<file path="config.mk">
export PLATFORM = sky130hd
export DESIGN_NAME = dec_value_entry
export DESIGN_NICKNAME = d
export VERILOG_FILES = /design/src/rtl/dec_value_entry_pkg.sv /design/src/rtl/dec_value_entry_bcd_mac_step.sv /design/src/rtl/dec_value_entry.sv
export SDC_FILE = /design/constraint.sdc
export NUM_CORES = 1
export LEC_CHECK = 0
export ABC_AREA = 1
export ABC_CLOCK_PERIOD_IN_PS = 4000
export BUFFER_PORTS_ARGS = -buffer_cell sky130_fd_sc_hd__clkbuf_2
export CORE_MARGIN = 3
export CORE_UTILIZATION = 45
export CTS_CLUSTER_DIAMETER = 30
export CTS_CLUSTER_SIZE = 10
export DETAILED_ROUTE_END_ITERATION = 8
export GPL_ROUTABILITY_DRIVEN = 0
export PLACE_DENSITY_LB_ADDON = 0.15
export SETUP_SLACK_MARGIN = 0.5
export SLEW_MARGIN = 20
export SYNTH_ARGS = -nofsm -noshare
export SYNTH_HDL_FRONTEND = slang
export SYNTH_HIERARCHICAL = 1
export SYNTH_SLANG_ARGS = --single-unit
</file>
<file path="constraint.sdc">
create_clock -name clk -period 4 [get_ports clk]
set_clock_uncertainty 0.05 [all_clocks]
set_input_delay 0.2 -clock clk [delete_from_list [all_inputs] [get_ports clk]]
set_output_delay 0.2 -clock clk [all_outputs]
set_load 0.1 [all_outputs]
</file>
<file path="src/rtl/dec_value_entry_pkg.sv">
// Shared types for the decimal value entry block.
// States, BCD digit type and digit bound.
package dec_value_entry_pkg;

  typedef enum logic [1:0] {
    DE_IDLE,
    DE_EDIT,
    DE_CONVERT
  } DEC_ENTRY_STATE;

  typedef logic [3:0] t_BCD_DIGIT;

  localparam t_BCD_DIGIT BCD_MAX_DIGIT = 4'd9;

endpackage

</file>
<file path="src/rtl/dec_value_entry_bcd_mac_step.sv">
// One decimal accumulate step: acc*10 + d.
// Saturates at all-ones instead of wrapping.
module bcd_mac_step
  import dec_value_entry_pkg::*;
#(
  parameter int AW = 12
) (
  input  logic [AW-1:0] acc_i,
  input  t_BCD_DIGIT    d_i,
  output logic [AW-1:0] acc_o
);

  logic [AW+3:0] ext;
  logic [AW+3:0] wide;

  // x10 as x8 + x2, plus the digit, with 4 guard bits for overflow
  always_comb begin
    ext  = {4'b0000, acc_i};
    wide = (ext << 3) + (ext << 1) + {{AW{1'b0}}, d_i};
    if (|wide[AW+3:AW]) begin
      acc_o = '1;
    end else begin
      acc_o = wide[AW-1:0];
    end
  end

endmodule

</file>
<file path="src/rtl/dec_value_entry.sv">
// Decimal digit entry: BCD edit buffer to clamped binary value.
// Conversion runs one digit per cycle, most significant first.
module dec_value_entry
  import dec_value_entry_pkg::*;
#(
  parameter int               W_OUT   = 8,
  parameter int               LEN     = 2,
  parameter logic [W_OUT-1:0] MIN_VAL = W_OUT'(1),
  parameter logic [W_OUT-1:0] MAX_VAL = W_OUT'(99)
) (
  input  logic                      clk,
  input  logic                      nrst,
  input  logic                      start,
  input  logic                      digit_valid,
  input  logic [3:0]                digit,
  input  logic                      backspace,
  input  logic                      enter,
  input  logic                      cancel,
  output logic                      editing,
  output logic                      busy,
  output logic [LEN-1:0][3:0]       digits,
  output logic [2:0]                digit_count,
  output logic [W_OUT-1:0]          value,
  output logic                      value_valid,
  output logic                      clamped,
  output logic                      cancelled
);

  localparam int AW = W_OUT + 4;
  localparam int IW = (LEN > 1) ? $clog2(LEN) : 1;
  localparam logic [2:0] LEN3 = 3'(LEN);
  localparam logic [AW-1:0] MIN_EXT = AW'(MIN_VAL);
  localparam logic [AW-1:0] MAX_EXT = AW'(MAX_VAL);

  DEC_ENTRY_STATE state_q, state_d;
  t_BCD_DIGIT [LEN-1:0] digits_q, digits_d;
  logic [2:0] cnt_q, cnt_d;
  logic [W_OUT-1:0] value_q, value_d;
  logic clamped_q, clamped_d;
  logic vv_q, vv_d;
  logic canc_q, canc_d;
  logic [AW-1:0] acc_q, acc_d;
  logic [IW-1:0] idx_q, idx_d;
  logic [AW-1:0] mac_out;

  bcd_mac_step #(
    .AW(AW)
  ) u_mac (
    .acc_i(acc_q),
    .d_i  (digits_q[idx_q]),
    .acc_o(mac_out)
  );

  // State and datapath registers with synchronous reset
  always_ff @(posedge clk) begin
    if (!nrst) begin
      state_q   <= DE_IDLE;
      digits_q  <= '0;
      cnt_q     <= '0;
      value_q   <= MIN_VAL;
      clamped_q <= 1'b0;
      vv_q      <= 1'b0;
      canc_q    <= 1'b0;
      acc_q     <= '0;
      idx_q     <= '0;
    end else begin
      state_q   <= state_d;
      digits_q  <= digits_d;
      cnt_q     <= cnt_d;
      value_q   <= value_d;
      clamped_q <= clamped_d;
      vv_q      <= vv_d;
      canc_q    <= canc_d;
      acc_q     <= acc_d;
      idx_q     <= idx_d;
    end
  end

  // Next state: prioritised edit events, then one MAC step per cycle
  always_comb begin
    state_d   = state_q;
    digits_d  = digits_q;
    cnt_d     = cnt_q;
    value_d   = value_q;
    clamped_d = clamped_q;
    vv_d      = 1'b0;
    canc_d    = 1'b0;
    acc_d     = acc_q;
    idx_d     = idx_q;
    unique case (state_q)
      DE_IDLE: begin
        if (start) begin
          state_d  = DE_EDIT;
          digits_d = '0;
          cnt_d    = '0;
        end
      end
      DE_EDIT: begin
        if (cancel || (enter && cnt_q == 3'd0)) begin
          state_d = DE_IDLE;
          canc_d  = 1'b1;
        end else if (enter) begin
          state_d = DE_CONVERT;
          acc_d   = '0;
          idx_d   = IW'(cnt_q - 3'd1);
        end else if (backspace) begin
          if (cnt_q != 3'd0) begin
            for (int k = 0; k < LEN - 1; k++) begin
              digits_d[k] = digits_q[k+1];
            end
            digits_d[LEN-1] = '0;
            cnt_d = cnt_q - 3'd1;
          end
        end else if (digit_valid) begin
          if (digit <= BCD_MAX_DIGIT && cnt_q < LEN3) begin
            for (int k = 1; k < LEN; k++) begin
              digits_d[k] = digits_q[k-1];
            end
            digits_d[0] = digit;
            cnt_d = cnt_q + 3'd1;
          end
        end else if (start) begin
          digits_d = '0;
          cnt_d    = '0;
        end
      end
      DE_CONVERT: begin
        acc_d = mac_out;
        idx_d = idx_q - 1'b1;
        if (idx_q == '0) begin
          state_d = DE_IDLE;
          vv_d    = 1'b1;
          if (mac_out < MIN_EXT) begin
            value_d   = MIN_VAL;
            clamped_d = 1'b1;
          end else if (mac_out > MAX_EXT) begin
            value_d   = MAX_VAL;
            clamped_d = 1'b1;
          end else begin
            value_d   = mac_out[W_OUT-1:0];
            clamped_d = 1'b0;
          end
        end
      end
      default: state_d = DE_IDLE;
    endcase
  end

  assign editing     = (state_q == DE_EDIT);
  assign busy        = (state_q == DE_CONVERT);
  assign digits      = digits_q;
  assign digit_count = cnt_q;
  assign value       = value_q;
  assign value_valid = vv_q;
  assign clamped     = clamped_q;
  assign cancelled   = canc_q;

endmodule

</file>
After elaboration in Yosys (flattened, before gate mapping)
Cells that the tools add are included.
{ "word_totals": {"output_inout_bits": 24, "wordCells": 82, "reg_bits": 37, "in_bits": 11} }
{ "classes": {"add_sub_neg": 5, "n_lt_le_gt_ge": 5, "reduce_logical": 15, "n_eq_ne": 10, "mux": 36, "bitwise": 1} }
{ "ops": {"columns": ["cell", "count"], "rows": [
  ["two-way mux 8 bit", 9],
  ["two-way mux 12 bit", 3],
  ["one-hot mux 12 bit (2 select lines)", 1],
  ["two-way mux 3 bit", 7],
  ["adder 15 x 13 -> 16 bit", 1],
  ["adder 16 x 4 -> 16 bit", 1],
  ["one-hot mux 8 bit (2 select lines)", 1],
  ["> comparator 12 x 7 -> 1 bit, second input constant", 1],
  ["less-than comparator 12 x 1 -> 1 bit, second input constant", 1],
  ["inequality test 2 bit, second input constant", 5],
  ["two-way mux 2 bit", 4],
  ["two-way mux 4 bit", 2],
  ["two-way mux 1 bit", 6],
  ["inequality test 3 x 2 -> 1 bit, second input constant", 2],
  ["one-hot mux 2 bit (3 select lines)", 1],
  ["one-hot mux 3 bit (2 select lines)", 1],
  ["AND reduction 2 bit", 3],
  ["AND reduction 3 bit", 2],
  ["AND reduction 5 bit", 1],
  ["<= comparator 4 bit, second input constant", 1],
  ["inequality test 4 x 3 -> 1 bit, second input constant", 1],
  ["nonzero test 2 bit", 2],
  ["OR reduction 4 bit", 1],
  ["adder 3 x 1 -> 3 bit, second input constant", 1],
  ["13 further kinds", 14]
]} }

Logic depth before layout (Yosys ltp)
{ "logic_depth": {"word_depth": 8, "ltp_mapped": 23, "depth_no_buf": 22} }

Modules after synthesis
Netlist, hierarchy kept.
{ "modules_own_cells": {"columns": ["mod", "area_each_um2", "cells_per_inst", "seq_area_each_um2", "n_inst"], "rows": [
  ["dec_value_entry", 1955.6, 306, 740.7, 1],
  ["bcd_mac_step", 973.4, 162, 0.0, 1]
]} }

Worst setup path after synthesis
OpenSTA, ideal clock, no wires.
{ "synth_timing": {"path_kind": "register to register", "startpoint": "register digits_q, in the netlist digits[3]", "endpoint": "register clamped_q (netlist: clamped)", "period_less_slack_ns": 3.771, "n_path_buf": 1, "stages_incl_launch_ff": 20, "path_slack_ns": 0.229, "setup_ns": 0.132, "t_required_ns": 3.818, "arrival_time_ns": 3.589, "path_cell_list": "dfxtp_1 -> nand2_1 -> nand2_1 -> fa_1 -> fa_1 -> nand3_1 -> nand3_2 -> nand3_1 -> nand3_1 -> nand2_1 -> inv_1 -> nor2_2 -> buf_6 -> nand3_1 -> nor2_1 -> nand4_1 -> nor2_1 -> nand2_1 -> nand2_1 -> a21oi_1"} }
{ "synth_via": {"elab_chain_cells": 8, "elab_cells_between_ends": 9, "classes_between": "1 x add/sub; 2 x order compare; 5 x mux; 1 x reduce/logical"} }
{ "synth_rtl": {"columns": ["item", "line_no", "source"], "rows": [
  ["from (decl)", "dec_value_entry.sv:36", "t_BCD_DIGIT [LEN-1:0] digits_q, digits_d;"],
  ["from (signal assigned)", "dec_value_entry.sv:68", "digits_q <= digits_d;"],
  ["two-way mux 4 bit (not written as such) (*) (2 in a row)", "dec_value_entry.sv:50", ".d_i (digits_q[idx_q]),"],
  ["adder 16 x 4 -> 16 bit (*)", "dec_value_entry_bcd_mac_step.sv:19", "wide = (ext << 3) + (ext << 1) + {{AW{1'b0}}, d_i};"],
  ["OR reduction 4 bit", "dec_value_entry_bcd_mac_step.sv:20", "if (|wide[AW+3:AW]) begin"],
  ["two-way mux 12 bit (*)", "dec_value_entry_bcd_mac_step.sv:20", null],
  ["named net mac_out[10]", "dec_value_entry.sv:44", "logic [AW-1:0] mac_out;"],
  ["> comparator 12 x 7 -> 1 bit", "dec_value_entry.sv:136", "end else if (mac_out > MAX_EXT) begin"],
  ["two-way mux 1 bit", "dec_value_entry.sv:136", null],
  ["two-way mux 1 bit (*)", "dec_value_entry.sv:133", "if (mac_out < MIN_EXT) begin"],
  ["to (signal assigned)", "dec_value_entry.sv:71", "clamped_q <= clamped_d;"],
  ["to (decl)", "dec_value_entry.sv:39", "logic clamped_q, clamped_d;"]
]} }
The timed path passes the listed nets; every way through them passes the cells marked *. The select of a mux whose other input is x is not followed.
A chain may end at the register's enable or synchronous reset.

Final worst setup path
{ "layout_timing": {"startpoint": "register idx_q", "endpoint": "register clamped_q (netlist: clamped)"} }
{ "layout_via": {"elab_chain_cells": 8, "elab_cells_between_ends": 11, "classes_between": "1 x add/sub; 2 x order compare; 5 x mux; 1 x bitwise; 2 x reduce/logical"} }
{ "layout_rtl": {"columns": ["item", "line_no", "source"], "rows": [
  ["from (decl)", "dec_value_entry.sv:43", "logic [IW-1:0] idx_q, idx_d;"],
  ["from (signal assigned)", "dec_value_entry.sv:75", "idx_q <= idx_d;"],
  ["two-way mux 4 bit (not written as such) (*) (2 in a row)", "dec_value_entry.sv:50", null],
  ["adder 16 x 4 -> 16 bit (*)", "dec_value_entry_bcd_mac_step.sv:19", null],
  ["OR reduction 4 bit", "dec_value_entry_bcd_mac_step.sv:20", null],
  ["two-way mux 12 bit (*)", "dec_value_entry_bcd_mac_step.sv:20", null],
  ["named net mac_out[7]", "dec_value_entry.sv:44", null],
  ["> comparator 12 x 7 -> 1 bit", "dec_value_entry.sv:136", null],
  ["two-way mux 1 bit", "dec_value_entry.sv:136", null],
  ["two-way mux 1 bit (*)", "dec_value_entry.sv:133", null]
]} }
Marks and branches as above.

==> results.toml <==
[logic_synthesis]
netlist.area_leader.share_pct = 25.3
synth-seq-area-share_pct = 25.3
yosysTopAreaCell = "dfxtp_1"
yosys.area_share.xor_xnor_pct = 2.69
syn_nets = 507
synth_area_per_cell_um2 = 6.26
synthSimpleGateAreaFrac_pct = 38.5
yosys_warnings = 6
synth_area_leaders = "dfxtp_1 25%, nand2_1 22%, ha_1 11%, nand3_1 7.0%, inv_1 6.9%"
synthAdderAreaFrac_pct = 12.5
synthesis.instances = 468
synth_compound_area_share_pct = 10.9
syn_area_um2 = 2930
yosys_register_bits = 37
synth_mux_area_share_pct = 0
synth_top_family_by_area = "simple AND/OR/NAND/NOR gates"
yosysUniqueCellTypes = 28

[drt]
wl_per_cell_um = 12.5
detail-route-antenna-nets = 0
finalWirelength_um = 7220
drtIter0Drc = 139
viasPerCell = 5.07
first_pass_iters = 4
via_count = 2926
drc = 0

[placement]
dp.cells = 564
io_buffers = 34
dp_slack_ns = 0.307
dp_hpwl_um = 5630

[layout]
diodes = 0
stdcell_count = 577
fillerInstances = 614
mostFrequentLayoutCell = "nand2_1"
layout_common_cells = "174 x nand2_1, 53 x inv_1, 41 x nand3_1"
multi_input_area_um2 = 1920
nets = 540
area_delta_synth_final_pct = 13.1
drive_above_1_share_pct = 15.7
final-seq-area_um2 = 747

[setup_path]
crit_slowest_cell = "fa_1"
worst_path_most_repeated_cell = "nand2_1"
worstSetupPathType = "reg -> reg"
cp_cell_sequence = "inv_2 > nand2_1 > nand2_1 > fa_1 > ha_1 > nand3_1 > nand3_2 > nand3_1 > nand3_1 > nand2_1 > nand2_1 > nor2_4 > buf_12 > nand3_1 > inv_1 > nand4_1 > nor2_4 > nand2_1 > nand2_1 > a21oi_1"
cp.required_ns = 4.09
end_kind = "flip-flop"
critical-path-max-stage-delay_ns = 0.49
critical_path_buf_inv_count = 3
critPathLaunchType = "flip-flop"
crit_path_max_fanout = 8
cp_top_family = "simple AND/OR/NAND/NOR gates"
cp_data_arrival_time_ns = 3.30

[clock_network]
cts_hold_buffers = 0
clk_pin_slew_ns = 0.08
cts_tree = "done"
cts.sinks = 37
cts_max_path_buffers = 2
worstSkewPairLatency_ns = 0.30
cts_root_buf = "clkbuf_8"
h-tree-depth = 2
cts_made_buffers = 5

[sta]
hold_viol = 0
setup_viol = 0
period_needed_ns = 3.21
worst_slew_pin_slew_ns = 1.06
fin_ws_ns = 0.789
maxSlewHeadroom_pct = 29.4
slew_violations = 0
fmax_mhz = 311
fin_setup_tns_ns = 0
rsz0062_at_grt = "no"
min_period_over_period_pct = 80.3

[floorplanning]
core_area_um2 = 6100
initial_utilization_pct = 48.1
row_count = 28
die-area_um2 = 7510
io_pins = 35
die_x_um = 86.7
die_h_um = 86.7

[power]
ir_drop_v = 0.000237
p_leak_nw = 1.75
p_per_area_nw_per_um2 = 270

[global_routing]
grt_pass1_wl_um = 12000
antenna_found_initial = 0
grt_pass1_vias = 2664
overflow = 0
grtUsageTotal_pct = 19.6
grt_start_max_net_pins = 32

[run_status]
status = "completed"

[worst_hold_path]
min_path_type = "in -> reg"

[run]
drv_cap = 0
-- power breakdown --
group / internal [mW] / leakage [nW] / switching (mW)
logic: 0.0378 / 1.40 / 0.131
clock network: 0.187 / 0.0543 / 0.149
registers: 0.377 / 0.302 / 0.0121
-- repair_timing --
action,4_1_cts,5_1_grt
pin swaps,0,5
buffers inserted,0,5
setup endpoints to repair,6,8
gates resized for setup,3,7
-- per-layer routing --
metal / vias to the layer above / routed length (um) / track usage, %
met5: - / 0 / 0
met4: 0 / 53 / 4.53
met3: 9 / 286 / 3.23
met2: 57 / 3340 / 32.7
met1: 1301 / 3540 / 26.4
li1: 1559 / - / -
-- cells by family after synthesis --
family                   Yosys count
adder cells (fa/ha/maj)           28
flip-flops                        37
AND/OR/NAND/NOR                  263
buffers and inverters             70
XOR/XNOR                           9
AO/OA/AOI/OAI                     61
-- final cells by class --
cell class / instances / share of cell area, %
Multi-Input combinational cell: 361 / 57.9
Inverter: 57 / 6.46
Tap cell: 75 / 2.83
Timing Repair Buffer: 39 / 6.76
Clock buffer: 5 / 2.08
Clock inverter: 3 / 1.40
Sequential cell: 37 / 22.6
-- worst min-delay path: stages --
cell and delay (ns):
clkbuf_2 0.14, nand2_1 0.08, nor2_1 0.04
-- synthesized netlist by cell type --
cell,n
a21oi_1,38
o21ai_1,2
nand3_2,5
o21ai_2,1
nand4_1,6
o21ai_0,15
nor2_2,3
a31oi_1,3
dfxtp_1,37
nor2_4,2
xor2_1,4
buf_6,3
inv_2,3
nand2_1,174
xnor2_1,5
buf_2,5
ha_1,26
clkbuf_1,4
nand2_4,1
nor3_1,1
nand2_2,4
or2_2,1
nand3_1,41
buf_4,1
nor2_1,25
fa_1,2
inv_1,54
a21oi_2,2
-- state kept, by name, summed over array words and instances (netlist names) --
register and cells:
acc_q 12, digits 8, value 8, digit_count 3, state_q 2, cancelled 1, clamped 1, idx_q 1
value_valid 1
-- through the flow --
step | utilization, % | hold WS, ns | power, mW | instance area [um^2]
finish | 54.3 | 0.148 | 0.893 | 3310
global route | 54.3 | 0.161 | 0.932 | 3310
CTS | 53.2 | 0.143 | 0.898 | 3240
detailed placement | 51.1 | 0.393 | 0.566 | 3120
global placement | 51.1 | 0.385 | 0.565 | 3120
floorplan | - | 0.271 | 0.535 | 2930
-- path summary, 6_finish.rpt --
kind / startpoint / end / slack (ns) / cells after the start
worst max-delay path: idx_q$_SDFFE_PN0P_ / clamped$_SDFFE_PN0P_ / 0.79 / 20
worst min-delay path: nrst / cancelled$_SDFF_PN0_ / 0.15 / 3
worst max register to register: idx_q$_SDFFE_PN0P_ / clamped$_SDFFE_PN0P_ / 0.79 / 20
worst min register to register: value[7]$_SDFFE_PN0P_ / value[7]$_SDFFE_PN0P_ / 0.40 / 2
Power figures use the tool's default switching activity.
